File: config.mk
export PLATFORM = sky130hd
export DESIGN_NAME = div_seq
export DESIGN_NICKNAME = d
export VERILOG_FILES = /design/src/rtl/div_seq_pkg.sv /design/src/rtl/div_seq_step.sv /design/src/rtl/div_seq.sv
export SDC_FILE = /design/constraint.sdc
export NUM_CORES = 1
export LEC_CHECK = 0
export CORE_MARGIN = 3
export CORE_UTILIZATION = 40
export CTS_BUF_LIST = sky130_fd_sc_hd__clkbuf_16
export DETAILED_ROUTE_END_ITERATION = 6
export DONT_BUFFER_PORTS = 1
export GPL_TIMING_DRIVEN = 0
export PLACE_DENSITY_LB_ADDON = 0.3
export SYNTH_ARGS = -nofsm -noshare
export SYNTH_HDL_FRONTEND = slang
export SYNTH_SLANG_ARGS = --single-unit
File: constraint.sdc
create_clock -name clk -period 7.17 [get_ports clk]
set_clock_uncertainty 0.05 [all_clocks]
set_input_delay 0.717 -clock clk [delete_from_list [all_inputs] [get_ports clk]]
set_output_delay 0.717 -clock clk [all_outputs]
set_load 0.1 [all_outputs]
File: src/rtl/div_seq_pkg.sv
// Shared MIPS datapath definitions for the sequential divider: widths and FSM state encodings.
package div_seq_pkg;

    localparam int REG_DATA_WIDTH    = 32;
    localparam int DATA_WIDTH        = REG_DATA_WIDTH;
    localparam int DOUBLE_DATA_WIDTH = 2 * DATA_WIDTH;

    typedef enum logic [1:0] {
        DIV_IDLE = 2'b00,
        DIV_ZERO = 2'b01,
        DIV_RUN  = 2'b10,
        DIV_DONE = 2'b11
    } div_state_e;

endpackage

File: src/rtl/div_seq_step.sv
// One restoring shift-subtract iteration: shifts the next dividend bit into the partial
// remainder and subtracts the divisor when it fits, yielding one quotient bit.
module div_step
    import div_seq_pkg::*;
#(
    parameter int W = DATA_WIDTH
) (
    input  logic [W-1:0] partial_in,
    input  logic         dividend_msb_in,
    input  logic [W-1:0] divisor_in,
    output logic [W-1:0] next_partial_out,
    output logic         q_bit_out
);

    // The shifted value keeps one extra bit so divisors with the MSB set compare correctly.
    logic [W:0]   shifted;
    logic [W-1:0] diff;

    assign shifted          = {partial_in, dividend_msb_in};
    assign diff             = shifted[W-1:0] - divisor_in;
    assign q_bit_out        = (shifted >= {1'b0, divisor_in});
    assign next_partial_out = q_bit_out ? diff : shifted[W-1:0];

endmodule

File: src/rtl/div_seq.sv
// Multi-cycle DIV/DIVU sequencer for the EX stage; returns {remainder, quotient} for HI/LO.
// Optional DIV_STATS_EN adds div_count_out, a wrapping count of completed divides.
module div_seq
    import div_seq_pkg::*;
#(
    parameter int DATA_WIDTH = div_seq_pkg::DATA_WIDTH,
    parameter int CNT_WIDTH  = 6
) (
    input  logic                    clk,
    input  logic                    rst,
    input  logic                    start_in,
    input  logic                    annul_in,
    input  logic                    signed_in,
    input  logic [DATA_WIDTH-1:0]   opdata1_in,
    input  logic [DATA_WIDTH-1:0]   opdata2_in,
    output logic [2*DATA_WIDTH-1:0] result_out,
    output logic                    ready_out,
    output logic                    busy_out
`ifdef DIV_STATS_EN
    ,
    output logic [31:0]             div_count_out
`endif
);

    localparam logic [CNT_WIDTH-1:0] LAST_CNT = CNT_WIDTH'(DATA_WIDTH - 1);

    div_state_e                state_q;
    logic [CNT_WIDTH-1:0]      cnt_q;
    logic [DATA_WIDTH-1:0]     dividend_q;
    logic [DATA_WIDTH-1:0]     divisor_q;
    logic [DATA_WIDTH-1:0]     partial_q;
    logic                      signed_q;
    logic                      neg_dividend_q;
    logic                      neg_divisor_q;
    logic [2*DATA_WIDTH-1:0]   result_q;
    logic                      ready_q;

    logic [DATA_WIDTH-1:0]     abs_dividend_d;
    logic [DATA_WIDTH-1:0]     abs_divisor_d;
    logic [DATA_WIDTH-1:0]     partial_d;
    logic                      q_bit;
    logic [DATA_WIDTH-1:0]     quotient_raw;
    logic [DATA_WIDTH-1:0]     quotient_d;
    logic [DATA_WIDTH-1:0]     remainder_d;
    logic                      accept;
    logic                      finish;

    div_step #(
        .W (DATA_WIDTH)
    ) u_step (
        .partial_in       (partial_q),
        .dividend_msb_in  (dividend_q[DATA_WIDTH-1]),
        .divisor_in       (divisor_q),
        .next_partial_out (partial_d),
        .q_bit_out        (q_bit)
    );

    assign abs_dividend_d = (signed_in && opdata1_in[DATA_WIDTH-1]) ? -opdata1_in : opdata1_in;
    assign abs_divisor_d  = (signed_in && opdata2_in[DATA_WIDTH-1]) ? -opdata2_in : opdata2_in;

    // Quotient bits are shifted into the vacated low end of the dividend register.
    assign quotient_raw = {dividend_q[DATA_WIDTH-2:0], q_bit};
    assign quotient_d   = (signed_q && (neg_dividend_q != neg_divisor_q)) ? -quotient_raw : quotient_raw;
    assign remainder_d  = (signed_q && neg_dividend_q) ? -partial_d : partial_d;

    assign accept = (state_q == DIV_IDLE) && start_in && !annul_in;
    assign finish = (state_q == DIV_ZERO) ||
                    ((state_q == DIV_RUN) && !annul_in && (cnt_q == LAST_CNT));

    always_ff @(posedge clk or posedge rst) begin
        if (rst) begin
            state_q        <= DIV_IDLE;
            cnt_q          <= '0;
            dividend_q     <= '0;
            divisor_q      <= '0;
            partial_q      <= '0;
            signed_q       <= 1'b0;
            neg_dividend_q <= 1'b0;
            neg_divisor_q  <= 1'b0;
            result_q       <= '0;
            ready_q        <= 1'b0;
        end else begin
            case (state_q)
                DIV_IDLE: begin
                    ready_q <= 1'b0;
                    if (accept) begin
                        if (opdata2_in == '0) begin
                            state_q <= DIV_ZERO;
                        end else begin
                            state_q        <= DIV_RUN;
                            dividend_q     <= abs_dividend_d;
                            divisor_q      <= abs_divisor_d;
                            signed_q       <= signed_in;
                            neg_dividend_q <= opdata1_in[DATA_WIDTH-1];
                            neg_divisor_q  <= opdata2_in[DATA_WIDTH-1];
                            cnt_q          <= '0;
                            partial_q      <= '0;
                        end
                    end
                end
                DIV_ZERO: begin
                    state_q  <= DIV_DONE;
                    result_q <= '0;
                    ready_q  <= 1'b1;
                end
                DIV_RUN: begin
                    if (annul_in) begin
                        state_q <= DIV_IDLE;
                        ready_q <= 1'b0;
                    end else begin
                        partial_q  <= partial_d;
                        dividend_q <= quotient_raw;
                        cnt_q      <= cnt_q + 1'b1;
                        if (cnt_q == LAST_CNT) begin
                            state_q  <= DIV_DONE;
                            result_q <= {remainder_d, quotient_d};
                            ready_q  <= 1'b1;
                        end
                    end
                end
                DIV_DONE: begin
                    if (annul_in || !start_in) begin
                        state_q <= DIV_IDLE;
                        ready_q <= 1'b0;
                    end
                end
                default: begin
                    state_q <= DIV_IDLE;
                    ready_q <= 1'b0;
                end
            endcase
        end
    end

`ifdef DIV_STATS_EN
    logic [31:0] div_count_q;

    always_ff @(posedge clk or posedge rst) begin
        if (rst) begin
            div_count_q <= '0;
        end else if (finish) begin
            div_count_q <= div_count_q + 32'd1;
        end
    end

    assign div_count_out = div_count_q;
`endif

    assign result_out = result_q;
    assign ready_out  = ready_q;
    assign busy_out   = accept || (state_q == DIV_ZERO) || (state_q == DIV_RUN);

endmodule

==> flow_summary.json, run 1 <==
{
  "seq_area_frac_synth_pct": 35.31,
  "h-tree-depth": 4,
  "synth_top_family_by_area": "compound AO/OA/AOI/OAI gates",
  "ys_top_cells_by_count": "nand2_1, dfrtp_1, a21oi_1",
  "synth_top_area_cell": "dfrtp_1",
  "cp.arrival_ps": 6080,
  "multiInputGateArea_um2": 7321,
  "grt_max_degree": 120,
  "layout-drive-gt1-share_pct": 5.969,
  "die_h_um": 180.6,
  "viasPerCell": 5.746,
  "grt_usage_pct": 22.65,
  "final_nets": 1657,
  "cts.sinks": 172,
  "antenna_found_initial": 0,
  "drtIter0Drc": 853,
  "cts_root_buffer": "clkbuf_16",
  "synth_simple_gate_area_share_pct": 20.89,
  "power.density_nw_per_um2": 469.4,
  "syn2layout_area_growth_pct": 9.227,
  "first_pass_iters": 5,
  "place.gp.congestion": 0.9344,
  "cts_buffer_depth": 2,
  "numCtsBuffers": 17,
  "coreArea_um2": 29870,
  "dpl.hpwl_um": 29230,
  "worst-endpoint-required_ps": 7440,
  "p_leak_nw": 5.813,
  "clkLatencyLatePin_ps": 450,
  "io_pins": 135,
  "ys.flop_type": "dfrtp_1",
  "max_freq_mhz": 172.1,
  "cp-start-kind": "flip-flop",
  "synth_cells": 1526,
  "min_period_ps": 5810,
  "num_rows": 63,
  "synthMuxAreaShare_pct": 2.422,
  "maxCapViolations": 0,
  "fin_util_pct": 44.57,
  "yosysMostFrequentCell": "nand2_1",
  "status": "finished clean",
  "setup_viol": 0,
  "finalCritPeriodShare_pct": 81.03,
  "synthTopCellsByArea": "dfrtp_1, a21oi_1, nand2_1",
  "synth_area_um2": 12190,
  "irDropWorstVdd_mv": 0.2325,
  "cp-end-kind": "flip-flop",
  "synth_compound_area_share_pct": 22.31,
  "grt_pass1_vias": 10950,
  "synth_xor_area_share_pct": 10.06,
  "slew_headroom_pct": 11.98,
  "reg2regPathDepth": 19,
  "dieArea_um2": 32610,
  "hold_viol": 0,
  "syn_nets": 1637,
  "yosysWarnings": 0,
  "worstSetupStartpoint": "partial_q[17]",
  "r2r_setup_slack_ps": 1360,
  "crit_type": "flip-flop to flip-flop",
  "hold_class": "input pin to asynchronous set/reset pin",
  "synthAdderAreaFrac_pct": 4.372,
  "wl_per_cell_um": 19.18,
  "ant_nets": 0,
  "slew_violations": 0,
  "r2r_end": "result_out[30]",
  "synth-edff-count": 0,
  "drc": 0,
  "cts_setup_buffers": 0,
  "cp_max_fo": 10,
  "dieWidth_um": 180.6,
  "crit_end": "result_out[30]",
  "rsz0062_at_grt": "no",
  "vias": 11190,
  "ys_seq_elements": 172,
  "wl_um": 37370,
  "syn_avg_cell_area_um2": 7.988,
  "grt_pass1_wl_um": 60020,
  "globalRouteOverflowTotal": 0,
  "synth.distinct_cells": 78,
  "fin_setup_tns_ps": 0,
  "seqCellArea_um2": 4304,
  "r2r-start": "partial_q[17]",
  "antenna-diode-count": 0,
  "post_cts_resized": 0,
  "synth_top_area_share_pct": 35.31,
  "synth-async-reset-ratio_pct": 100.0,
  "postCtsHoldBufs": 0,
  "port_buffers": 0,
  "start_util_pct": 40.80,
  "cts_tree": "done",
  "tightest_slew_ps": 1302,
  "fillers": 2935,
  "cts.reportedPaths.clkPinSlew_ps": 70
}
-- layer usage --
metal  GRT usage, %  part of all wire [%]
met1          29.92                    44
met2          37.29                    47
met3          4.300                   6.0
met4          7.921                   3.2
met5              0                     0
-- layout by cell type, fill, tap and decap left out, types with 10 or more instances in the layout --
| master | count |
|---|---|
| a21o_1 | 10 |
| a21oi_1 | 158 |
| and3_1 | 10 |
| buf_2 | 24 |
| clkbuf_1 | 44 |
| clkbuf_16 | 17 |
| dfrtp_1 | 172 |
| ha_1 | 41 |
| inv_1 | 54 |
| mux2i_1 | 25 |
| nand2_1 | 188 |
| nand3_1 | 37 |
| nand4_1 | 16 |
| nor2_1 | 155 |
| nor3_1 | 40 |
| nor4_1 | 14 |
| o21ai_0 | 140 |
| o21ai_1 | 50 |
| or3_1 | 16 |
| xnor2_1 | 72 |
| xor2_1 | 68 |
-- kinds of logic after synthesis --
logic type	count (synthesis)
DFF	172
AOI/OAI and AO/OA	463
xor gates and xnor gates	140
and+or+nand+nor	543
buffers and inverters	137
adders and majority gates	42
muxes	29
-- registers in the layout, indices dropped and copies added, names as in the netlist --
signal / count
state_q: 2
cnt_q: 6
signed_q: 1
neg_dividend_q: 1
partial_q: 32
ready_out: 1
neg_divisor_q: 1
divisor_q: 32
dividend_q: 32
result_out: 64
-- where the power goes --
part	internal, W	switching, W
combinational	0.00134	0.00245
sequential	0.00121	0.000284
clock	0.000499	0.000467
total	0.00305	0.00320
-- worst max-delay path: stages (launching register included) --
cell      delay (ps)
dfrtp_1          470
ha_1             300
buf_2            170
a211oi_2         260
o211ai_1         170
a21boi_2         260
nand2_1          150
a221oi_4         480
nand2_4          180
inv_2            140
buf_2            270
buf_2            340
ha_1             230
nand2b_1         140
nor4b_1         1110
a31oi_1          240
nand2b_1         290
a21oi_1          210
xor2_1           180
o21ai_1           70
-- layout make-up --
class | count | area share (%)
inverters | 56 | 1.635
plain buffers | 81 | 2.669
multi-input cells | 1217 | 54.98
clock buffers | 17 | 3.195
repair buffers | 1 | 0.2067
well taps | 390 | 3.665
clock inverters | 14 | 1.325
flip-flops and latches | 172 | 32.32
-- metrics by stage --
stage | setup WS [ps] | instance area [um2] | hold slack (ps) | total power [W] | cells
global route | 811.4 | 13320 | 102.6 | 0.006736 | 1948
finish | 1360 | 13320 | 75.34 | 0.006251 | 1948
floorplan | 1743 | 12190 | 398.5 | 0.004239 | 1526
detailed placement | 1446 | 12710 | 422.1 | 0.005233 | 1917
global placement | -302.1 | 12680 | 419.2 | 0.005168 | 1916
CTS | 1426 | 13320 | 84.85 | 0.006209 | 1948
-- worst min-delay path by stage --
stage,end,slack [ps],cells after the start
global route,result_out[60],100,1
global placement,divisor_q[31],420,2
finish,result_out[60],80,1
CTS,result_out[60],80,1
detailed placement,divisor_q[31],420,2
floorplan,divisor_q[31],400,2
No activity file was read; power rests on OpenSTA's default activity.
==> run 2: changes to the inputs <==
==> constraint.sdc (replaced) <==
create_clock -name clk -period 5.3 [get_ports clk]
set_clock_uncertainty 0.05 [all_clocks]
set_input_delay 0.53 -clock clk [delete_from_list [all_inputs] [get_ports clk]]
set_output_delay 0.53 -clock clk [all_outputs]
set_load 0.1 [all_outputs]
==> flow_summary.json, run 2 (same netlist as run 1, synthesis figures left out) <==
{
  "status": "finished clean",
  "largest_reg_flops": 64,
  "place.gp.congestion": 0.9344,
  "port_buffers": 0,
  "grt_pass1_vias": 10970,
  "stdcell_area_um2": 13400,
  "layout-drive-gt1-share_pct": 6.474,
  "grt_pass1_wl_um": 60090,
  "drtIter0Drc": 902,
  "syn2layout_area_growth_pct": 9.884,
  "viasPerCell": 5.765,
  "multiInputGateArea_um2": 7372,
  "ant_nets": 0,
  "grt_usage_pct": 22.68,
  "highest_layer": "met4",
  "antenna_found_initial": 0,
  "dpl.hpwl_um": 29230,
  "die_h_um": 180.6,
  "slew_violations": 0,
  "cts.reportedPaths.clkPinSlew_ps": 70,
  "cts_buffer_depth": 2,
  "io_pins": 135,
  "netSwitchingFraction_pct": 51.24,
  "hold_ws_ps": 164.1,
  "min_period_ps": 4969,
  "antenna-diode-count": 0,
  "setup_viol": 0,
  "final_nets": 1659,
  "tightest_slew_ps": 1221,
  "met3_wirelength_um": 2348,
  "p_leak_nw": 5.842,
  "dr_wl_met2_um": 17640,
  "numCtsBuffers": 17,
  "globalRouteOverflowTotal": 0,
  "power.density_nw_per_um2": 636.1,
  "cts.sinks": 172,
  "dieArea_um2": 32610,
  "num_rows": 63,
  "fin_setup_tns_ps": 0,
  "wl_um": 37510,
  "mostFrequentLayoutCells": "nand2_1, dfrtp_1, a21oi_1",
  "worst-endpoint-required_ps": 5610,
  "dieWidth_um": 180.6,
  "wl_per_cell_um": 19.24,
  "cts_tree": "done",
  "cp-start-kind": "flip-flop",
  "instances_no_fill": 1950,
  "pwr-share-clk_pct": 15.3,
  "cp_max_fo": 10,
  "hold_viol": 0,
  "cts_root_buffer": "clkbuf_16",
  "combinationalPowerShare_pct": 60.8,
  "irDropWorstVdd_mv": 0.3142,
  "coreArea_um2": 29870,
  "fillers": 2923,
  "p_sw_w": 0.004366,
  "cp-end-kind": "flip-flop",
  "seqCellArea_um2": 4304,
  "dp_cells": 1917,
  "h-tree-depth": 4,
  "maxCapViolations": 0,
  "max_freq_mhz": 201.3,
  "drc": 0,
  "p_int_w": 0.004154,
  "hold_class": "input pin to flip-flop",
  "cp.arrival_ps": 5280,
  "rsz0062_at_grt": "no",
  "finalCritPeriodShare_pct": 93.75,
  "power_w": 0.008520,
  "wirelength_met1_um": 16230,
  "clkLatencyLatePin_ps": 460,
  "dpl-instance-area_um2": 12710,
  "start_util_pct": 40.80,
  "first_pass_iters": 5,
  "crit_type": "flip-flop to flip-flop",
  "layout_commonest_cell": "nand2_1",
  "power_frac_seq_pct": 23.8,
  "grt_max_degree": 120,
  "vias": 11240,
  "slew_headroom_pct": 18.62
}
## run 2: changes by cell type in the layout (fill, tap and decap cells not counted), sizes merged
cell         previous run  this run
buf                    36        35
dlygate4sd3             0         1
clkbuf                 63        65
## run 2: power groups by stage
stage / clock network [W] / registers, W / logic, W
detailed placement: 0 / 0.00204 / 0.00504
finish: 0.00131 / 0.00203 / 0.00518
global route: 0.00137 / 0.00207 / 0.00573
CTS: 0.00132 / 0.00202 / 0.00507
global placement: 0 / 0.00203 / 0.00496
floorplan: 0 / 0.00191 / 0.00382
## run 2: what timing repair did
action / 4_1_cts / 5_1_grt
pin swaps: 0 / 2
resized for setup: 3 / 10
buffers inserted: 0 / 2
hold buffers: 1 / 0
setup endpoints to repair: 11 / 16
endpoints found under the hold margin: 53 / 0
## run 2: path summary, 6_finish.rpt
| kind | cells after the start | to | slack [ps] | start |
|---|---|---|---|---|
| min | 2 | divisor_q[31] | 160 | opdata2_in[31] |
| max in group asynchronous | 3 | ready_out | 3740 | rst |
| max reg2reg | 19 | result_out[58] | 330 | partial_q[24] |
| min in group asynchronous | 2 | result_out[60] | 550 | rst |
| min reg2reg | 2 | divisor_q[31] | 440 | divisor_q[31] |
| max | 19 | result_out[58] | 330 | partial_q[24] |
## run 2: stage by stage
| stage | setup WS, ps | util (%) |
|---|---|---|
| global placement | -1985 | 42.44 |
| CTS | 28.90 | 44.65 |
| finish | 331.2 | 44.84 |
| floorplan | 59.86 | - |
| global route | 25.08 | 44.84 |
| detailed placement | -423.8 | 42.56 |
## run 2: layout make-up
| type | instances | share of cell area, % |
|---|---|---|
| Buffer | 80 | 2.681 |
| Clock buffer | 17 | 3.176 |
| Clock inverter | 14 | 1.317 |
| Inverter | 56 | 1.625 |
| Sequential cell | 172 | 32.13 |
| Multi-Input combinational cell | 1217 | 55.03 |
| Timing Repair Buffer | 4 | 0.3923 |
| Tap cell | 390 | 3.643 |
## run 2: per-layer routing
| metal | vias to the layer above | track usage, % |
|---|---|---|
| li1 | 5424 | - |
| met1 | 5352 | 29.90 |
| met2 | 392 | 37.21 |
| met3 | 74 | 4.340 |
| met4 | 0 | 8.290 |
| met5 | - | 0 |
## run 2: worst max-delay path, cell delays in order (launching register included)
cell and delay (ps):
dfrtp_1 430, ha_1 290, clkbuf_1 250, nand3_1 200, nor2_1 290, and2_1 290
nand3_2 210, nand2_4 210, buf_2 290, clkbuf_4 280, clkbuf_4 280, nand2_1 70
o21ai_1 170, ha_1 300, nand3b_1 160, nor3_2 230, o2111a_2 380, a31oi_1 130
xnor2_1 170, o21ai_0 180
